<file path="src/rtl/mux_sel_ctrl.sv">
// Debounced pushbutton / auto-scan controller producing a 2-bit mux select and a step strobe.
// Latency: key to sel is DEBOUNCE_CYCLES+2 edges; auto step every SCAN_DIV edges. No backpressure.
module mux_sel_ctrl #(
    parameter int DEBOUNCE_CYCLES = 16,
    parameter int SCAN_DIV        = 1000
) (
    input  logic       clk,
    input  logic       rst,
    input  logic       key,
    input  logic       mode,
    input  logic       hold,
    output logic [1:0] sel,
    output logic       step,
    output logic       key_level
);

    localparam logic [15:0] DB_LAST   = 16'(DEBOUNCE_CYCLES - 1);
    localparam logic [23:0] SCAN_LAST = 24'(SCAN_DIV - 1);

    logic        s1_q, s1_d;
    logic        s2_q, s2_d;
    logic [15:0] db_cnt_q, db_cnt_d;
    logic        key_level_q, key_level_d;
    logic        press_dly_q, press_dly_d;
    logic [23:0] presc_q, presc_d;
    logic [1:0]  sel_q, sel_d;
    logic        step_q, step_d;
    logic        press;
    logic        adv;

    always_comb begin
        s1_d        = key;
        s2_d        = s1_q;
        db_cnt_d    = db_cnt_q;
        key_level_d = key_level_q;
        press_dly_d = key_level_q;
        presc_d     = presc_q;
        adv         = 1'b0;

        // A change must survive DEBOUNCE_CYCLES consecutive samples to be accepted.
        if (s2_q == key_level_q) begin
            db_cnt_d = '0;
        end else if (db_cnt_q == DB_LAST) begin
            key_level_d = s2_q;
            db_cnt_d    = '0;
        end else begin
            db_cnt_d = db_cnt_q + 16'd1;
        end

        press = key_level_q & ~press_dly_q;

        // Only one increment source is live per edge, selected by the sampled mode.
        if (!mode) begin
            presc_d = '0;
            adv     = press;
        end else if (!hold) begin
            if (presc_q == SCAN_LAST) begin
                presc_d = '0;
                adv     = 1'b1;
            end else begin
                presc_d = presc_q + 24'd1;
            end
        end

        sel_d  = adv ? sel_q + 2'd1 : sel_q;
        step_d = adv;
    end

    always_ff @(posedge clk) begin
        if (rst) begin
            s1_q        <= 1'b0;
            s2_q        <= 1'b0;
            db_cnt_q    <= '0;
            key_level_q <= 1'b0;
            press_dly_q <= 1'b0;
            presc_q     <= '0;
            sel_q       <= 2'd0;
            step_q      <= 1'b0;
        end else begin
            s1_q        <= s1_d;
            s2_q        <= s2_d;
            db_cnt_q    <= db_cnt_d;
            key_level_q <= key_level_d;
            press_dly_q <= press_dly_d;
            presc_q     <= presc_d;
            sel_q       <= sel_d;
            step_q      <= step_d;
        end
    end

    assign sel       = sel_q;
    assign step      = step_q;
    assign key_level = key_level_q;

endmodule

</file>
<file path="config.mk">
export PLATFORM = sky130hd
export DESIGN_NAME = mux_sel_ctrl
export DESIGN_NICKNAME = d
export VERILOG_FILES = /design/src/rtl/mux_sel_ctrl.sv
export SDC_FILE = /design/constraint.sdc
export NUM_CORES = 1
export LEC_CHECK = 0
export CORE_UTILIZATION = 37
export DETAILED_ROUTE_END_ITERATION = 16
export GPL_ROUTABILITY_DRIVEN = 1
export PLACE_DENSITY = 0.58
export SLEW_MARGIN = 20
export SYNTH_ARGS = -nofsm -noshare
export SYNTH_HDL_FRONTEND = slang
export SYNTH_SLANG_ARGS = --single-unit
</file>
<file path="constraint.sdc">
create_clock -name clk -period 2.6 [get_ports clk]
set_clock_uncertainty 0.05 [all_clocks]
set_input_delay 0.52 -clock clk [delete_from_list [all_inputs] [get_ports clk]]
set_output_delay 0.52 -clock clk [all_outputs]
set_load 0.05 [all_outputs]
</file>
==> results of run 1 <==
## cell type report
cell class	instances	area (sq um)	share of cell area, %
multi-input cells	176	1120	46.1
well taps	72	90.1	3.72
inverters	6	22.5	0.930
clock inverters	3	43.8	1.81
clock buffers	5	68.8	2.84
flip-flops and latches	47	941	38.9
repair buffers	14	138	5.68
## metrics by stage
stage,worst slack (ps),power [W]
floorplan,541,0.000756
detailed placement,77.6,0.000773
CTS,402,0.00131
finish,408,0.00129
global placement,116,0.000773
global route,300,0.00135
## cells in the mapped netlist
| cell | number |
|---|---|
| dfxtp_1 | 47 |
| nor2_1 | 30 |
| a21oi_1 | 15 |
| nand2_1 | 14 |
| xnor2_1 | 13 |
| nand3_1 | 12 |
| o31ai_1 | 10 |
| or4_1 | 10 |
| xor2_1 | 10 |
| nor3_1 | 9 |
| nor4_1 | 8 |
| inv_1 | 6 |
| and4_1 | 5 |
| clkbuf_1 | 5 |
| nor2b_1 | 5 |
| or3_1 | 5 |
| nand4_1 | 4 |
| o21ai_1 | 3 |
| and3_1 | 2 |
| buf_6 | 2 |
| ha_1 | 2 |
| mux2i_1 | 2 |
| nand4b_1 | 2 |
| o21ai_0 | 2 |
| or4_4 | 2 |
| a211o_1 | 1 |
| a311oi_1 | 1 |
| a31oi_1 | 1 |
| a41o_1 | 1 |
| and2_1 | 1 |
| mux2_2 | 1 |
| nand2b_1 | 1 |
| nand4_2 | 1 |
| nand4b_2 | 1 |
| nand4b_4 | 1 |
| nor3b_1 | 1 |
## power by group through the flow
stage	Combinational, W	Sequential (W)	Clock [W]
2_1_floorplan	0.0000151	0.000741	0
3_3_place_gp	0.0000317	0.000741	0
3_5_place_dp	0.0000320	0.000741	0
4_1_cts	0.0000320	0.000724	0.000554
5_1_grt	0.0000350	0.000725	0.000592
6_report	0.0000313	0.000724	0.000534
## worst register-to-register path, stage by stage (launching register included)
cell and delay [ps]:
dfxtp_1 390, ha_1 260, nand4b_4 120, or4_4 570, or4_1 490, a21oi_1 140
## path summary, 6_finish.rpt
| check | startpoint | end | slack (ps) | depth (start not counted) |
|---|---|---|---|---|
| worst max-delay path | hold | presc_q[20] | 410 | 5 |
| worst min-delay path | s1_q | s2_q | 410 | 1 |
| worst max register to register | presc_q[0] | presc_q[20] | 530 | 5 |
| worst min register to register | s1_q | s2_q | 410 | 1 |
## cell families (layout without fill, tap and decap cells)
logic type      count (synthesis)  after routing  share of synthesized area [%]
fa+ha+maj                       2              2                           1.18
simple gates                  114            114                           30.7
flops                          47             47                           44.3
xor+xnor                       23             23                           9.49
compound gates                 34             34                           9.85
mux                             3              3                           1.47
buf+inv                        13             28                           3.01
## layer usage
layer	vias to the layer above	track usage (%)	wire, um
met5	-	0	0
li1	889	-	-
met2	9	24.8	1880
met1	771	16.8	1900
met3	7	3.65	78
met4	0	6.23	68
## registers in the layout (all words and copies together), names as in the netlist
signal / count
db_cnt_q: 16
key_level: 1
presc_q: 24
press_dly_q: 1
s1_q: 1
s2_q: 1
sel: 2
step: 1
==> flow_summary.json, run 1 <==
{
  "endpoint_kind": "flip-flop",
  "final_util_pct": 44.0,
  "cts.htree.levels": 2,
  "place_inst": 315,
  "drive_above_1_share_pct": 7.97,
  "syn_to_final_growth_pct": 14.1,
  "portBuffers": 8,
  "dieArea_sq_um": 6040,
  "io_pins": 9,
  "setup_viol": 0,
  "viasPerCell": 5.19,
  "grt_start_max_net_pins": 25,
  "clock_tree.buffer_depth": 2,
  "finalNetCount": 257,
  "syn_area_sq_um": 2120,
  "fin_cells": 323,
  "hold_violations": 0,
  "ys_ff_latch": 47,
  "vias": 1676,
  "die_w_um": 77.7,
  "crit_type": "primary input to flip-flop",
  "hold_buffers": 0,
  "synth_nets": 243,
  "worst_ep_arrival_time_ps": 2370,
  "drv_slew": 0,
  "place_congestion": 0.790,
  "cts_inserted_buffers": 5,
  "powerDensity_nw_per_um2": 532,
  "synth_top_cell_area_share_pct": 44.3,
  "die_h_um": 77.7,
  "dpl.hpwl_um": 2770,
  "slew_headroom_pct": 66.2,
  "cts_resized": 0,
  "power.switching_w": 0.000265,
  "final_common_cell": "dfxtp_1",
  "combPwrFrac_pct": 2.4,
  "tightest_slew_ps": 505,
  "post-route-min-period_ps": 2190,
  "cts_tree": "built",
  "hp-class": "flip-flop to flip-flop",
  "clockPowerShare_pct": 41.4,
  "seq_area_frac_synth_pct": 44.3,
  "routed_wirelength_um": 3920,
  "clock_latency_ps": 300,
  "cp_top_family": "simple AND/OR/NAND/NOR gates",
  "yosysTopAreaCell": "dfxtp_1",
  "max-cap-violations": 0,
  "n_fill_cell": 533,
  "swShare_pct": 20.6,
  "fmax_mhz": 456,
  "root_buffer": "clkbuf_8",
  "placed_cell_area_sq_um": 2310,
  "cts.sinks": 47,
  "ir_drop_mv": 0.212,
  "yosysWarnings": 0,
  "drc_errors": 0,
  "core_sq_um": 5510,
  "syn_inst": 236,
  "grt_pass1_wl_um": 6910,
  "cts_setup_buffers": 0,
  "start_util_pct": 38.5,
  "path_max_fanout": 12,
  "grt_usage_pct": 14.4,
  "antenna_left": 0,
  "wl_per_cell_um": 12.1,
  "critical_path.n_buffers_inverters": 1,
  "drt_first_iter_violations": 44,
  "max_stage_delay_ps": 570,
  "timing.hold.ws_ps": 410,
  "p_leak_nw": 0.796,
  "antenna_found_initial": 0,
  "p_int_w": 0.00102,
  "row_count": 27,
  "tns_ps": 0,
  "required_ps": 2780,
  "layout_common_cells": "dfxtp_1, nor2_1, a21oi_1, nand2_1, xnor2_1",
  "avgSynthCellArea_sq_um": 8.99,
  "grt_pass1_vias": 1547,
  "yosys.cell_types.count": 36,
  "design_area_sq_um": 2420,
  "crit_slowest_cell": "or4_4",
  "netlist_top_cells_area": "dfxtp_1, xnor2_1, nor2_1",
  "crit_chain": "clkdlybuf4s50_1 > nand4b_4 > or4_4 > or4_1 > a21oi_1",
  "critPathLaunchType": "primary input",
  "first_pass_iters": 4,
  "n_antenna_cell": 0,
  "fin_crit_sh_pct": 84.3,
  "seqPwrFrac_pct": 56.2,
  "rsz0062_at_grt": "false",
  "outcome": "complete, no violations",
  "grt_remaining_overflow": 0,
  "clkTransAtPathRegs_ps": 90
}
Power figures use the tool's default switching activity.
==> run 2, diff against run 1 <==
- clock period: 2.6 -> 2.06 ns (I/O delays scaled with it)
==> flow_summary.json, run 2 (synthesis results as in run 1) <==
{
  "outcome": "complete, no violations",
  "seqPwrFrac_pct": 56.5,
  "portBuffers": 8,
  "max-cap-violations": 0,
  "place_congestion": 0.797,
  "regMostFlops": "presc_q",
  "grt_pass1_vias": 1562,
  "clock_tree.buffer_depth": 2,
  "drive_above_1_share_pct": 11.2,
  "dieArea_sq_um": 6040,
  "routed_wirelength_um": 4030,
  "ir_drop_mv": 0.341,
  "power.switching_w": 0.000330,
  "slew_headroom_pct": 66.8,
  "cts.htree.levels": 2,
  "cts_inserted_buffers": 5,
  "io_pins": 9,
  "antenna_found_initial": 0,
  "die_h_um": 77.7,
  "p_int_w": 0.00129,
  "clock_latency_ps": 310,
  "critPathLaunchType": "flip-flop",
  "design_area_sq_um": 2490,
  "core_sq_um": 5510,
  "start_util_pct": 38.5,
  "powerDensity_nw_per_um2": 649,
  "crit_chain": "clkdlybuf4s50_1",
  "grtUsageMet3_pct": 3.76,
  "multiInputGateArea_sq_um": 1130,
  "cp_top_family": "buffers and inverters",
  "grt_pass1_wl_um": 7000,
  "grt_remaining_overflow": 0,
  "post-route-min-period_ps": 1970,
  "syn_to_final_growth_pct": 17.5,
  "worst_ep_arrival_time_ps": 1510,
  "use_met2_pct": 24.2,
  "use_met1_pct": 17.6,
  "antenna_left": 0,
  "first_pass_iters": 4,
  "regArea_sq_um": 942,
  "row_count": 27,
  "finalNetCount": 265,
  "required_ps": 1600,
  "hold_buffers": 0,
  "path_max_fanout": 4,
  "layout_common_cells": "dfxtp_1, nor2_1, a21oi_1, nand2_1",
  "vias": 1709,
  "die_w_um": 77.7,
  "tns_ps": 0,
  "drt_first_iter_violations": 66,
  "fmax_mhz": 508,
  "clkTransAtPathRegs_ps": 80,
  "n_fill_cell": 537,
  "dpl.hpwl_um": 2800,
  "cts.sinks": 47,
  "max_stage_delay_ps": 820,
  "combPwrFrac_pct": 2.7,
  "viasPerCell": 5.18,
  "setup_viol": 0,
  "critical_path.n_buffers_inverters": 1,
  "crit_slowest_cell": "clkdlybuf4s50_1",
  "endpoint_kind": "output pin",
  "hold_violations": 0,
  "final_common_cell": "dfxtp_1",
  "grt_busiest_layer": "met2",
  "hp-class": "flip-flop to flip-flop",
  "totalPowerFinal_w": 0.00162,
  "grt_usage_pct": 14.7,
  "tightest_slew_ps": 497,
  "drv_slew": 0,
  "wl_per_cell_um": 12.2,
  "clockPowerShare_pct": 40.8,
  "root_buffer": "clkbuf_8",
  "swShare_pct": 20.4,
  "cts_tree": "built",
  "placed_cell_area_sq_um": 2370,
  "crit_type": "flip-flop to output pin",
  "n_antenna_cell": 0,
  "grt_start_max_net_pins": 25,
  "fin_crit_sh_pct": 95.6,
  "largest_reg_flops": 24,
  "drc_errors": 0,
  "p_leak_nw": 0.852
}
## run 2: area by class of cell
cell class              count  share of cell area, %
flip-flops and latches     47                   37.8
repair buffers             22                   8.13
inverters                   6                  0.903
clock inverters             2                   1.51
clock buffers               5                   2.76
multi-input cells         176                   45.3
well taps                  72                   3.61
## run 2: final timing paths
kind,start,end,slack (ps),cells after the start
worst max-delay path,sel[0],sel[0],90,1
worst min register to register,s1_q,s2_q,400,1
worst min-delay path,s1_q,s2_q,400,1
worst max register to register,presc_q[0],presc_q[22],110,5
## run 2: repair_timing
item	4_1_cts	5_1_grt
resized for setup	0	5
buffers inserted	0	0
endpoints found under the setup margin	0	13
## run 2: stage by stage
stage / instances / util (%) / setup WS, ps / hold slack, ps
finish: 330 / 45.3 / 90.4 / 400
global route: 330 / 45.3 / -14.8 / 414
CTS: 330 / 44.9 / 5.15 / 402
detailed placement: 323 / 43.0 / -305 / 382
global placement: 323 / 43.0 / -292 / 373
floorplan: 236 / - / 1.18 / 364
## run 2: routing by layer
layer,wire [um],vias up
met2,1960,19
met3,96,7
met4,74,0
met5,0,-
li1,-,902
met1,1890,781
## run 2: power groups by stage
stage                     Sequential, W  Clock [W]  Combinational, W
after floorplan                0.000935          0         0.0000190
after global placement         0.000935          0         0.0000439
after detailed placement       0.000935          0         0.0000440
after CTS                      0.000914   0.000682         0.0000441
after global routing           0.000915   0.000727         0.0000481
final                          0.000914   0.000661         0.0000436
==> run 3, diff against run 2 <==
- TNS_END_PERCENT: unset -> 1
==> results of run 3 <==
Final layout, timing and power as in run 2 (identical DEF).
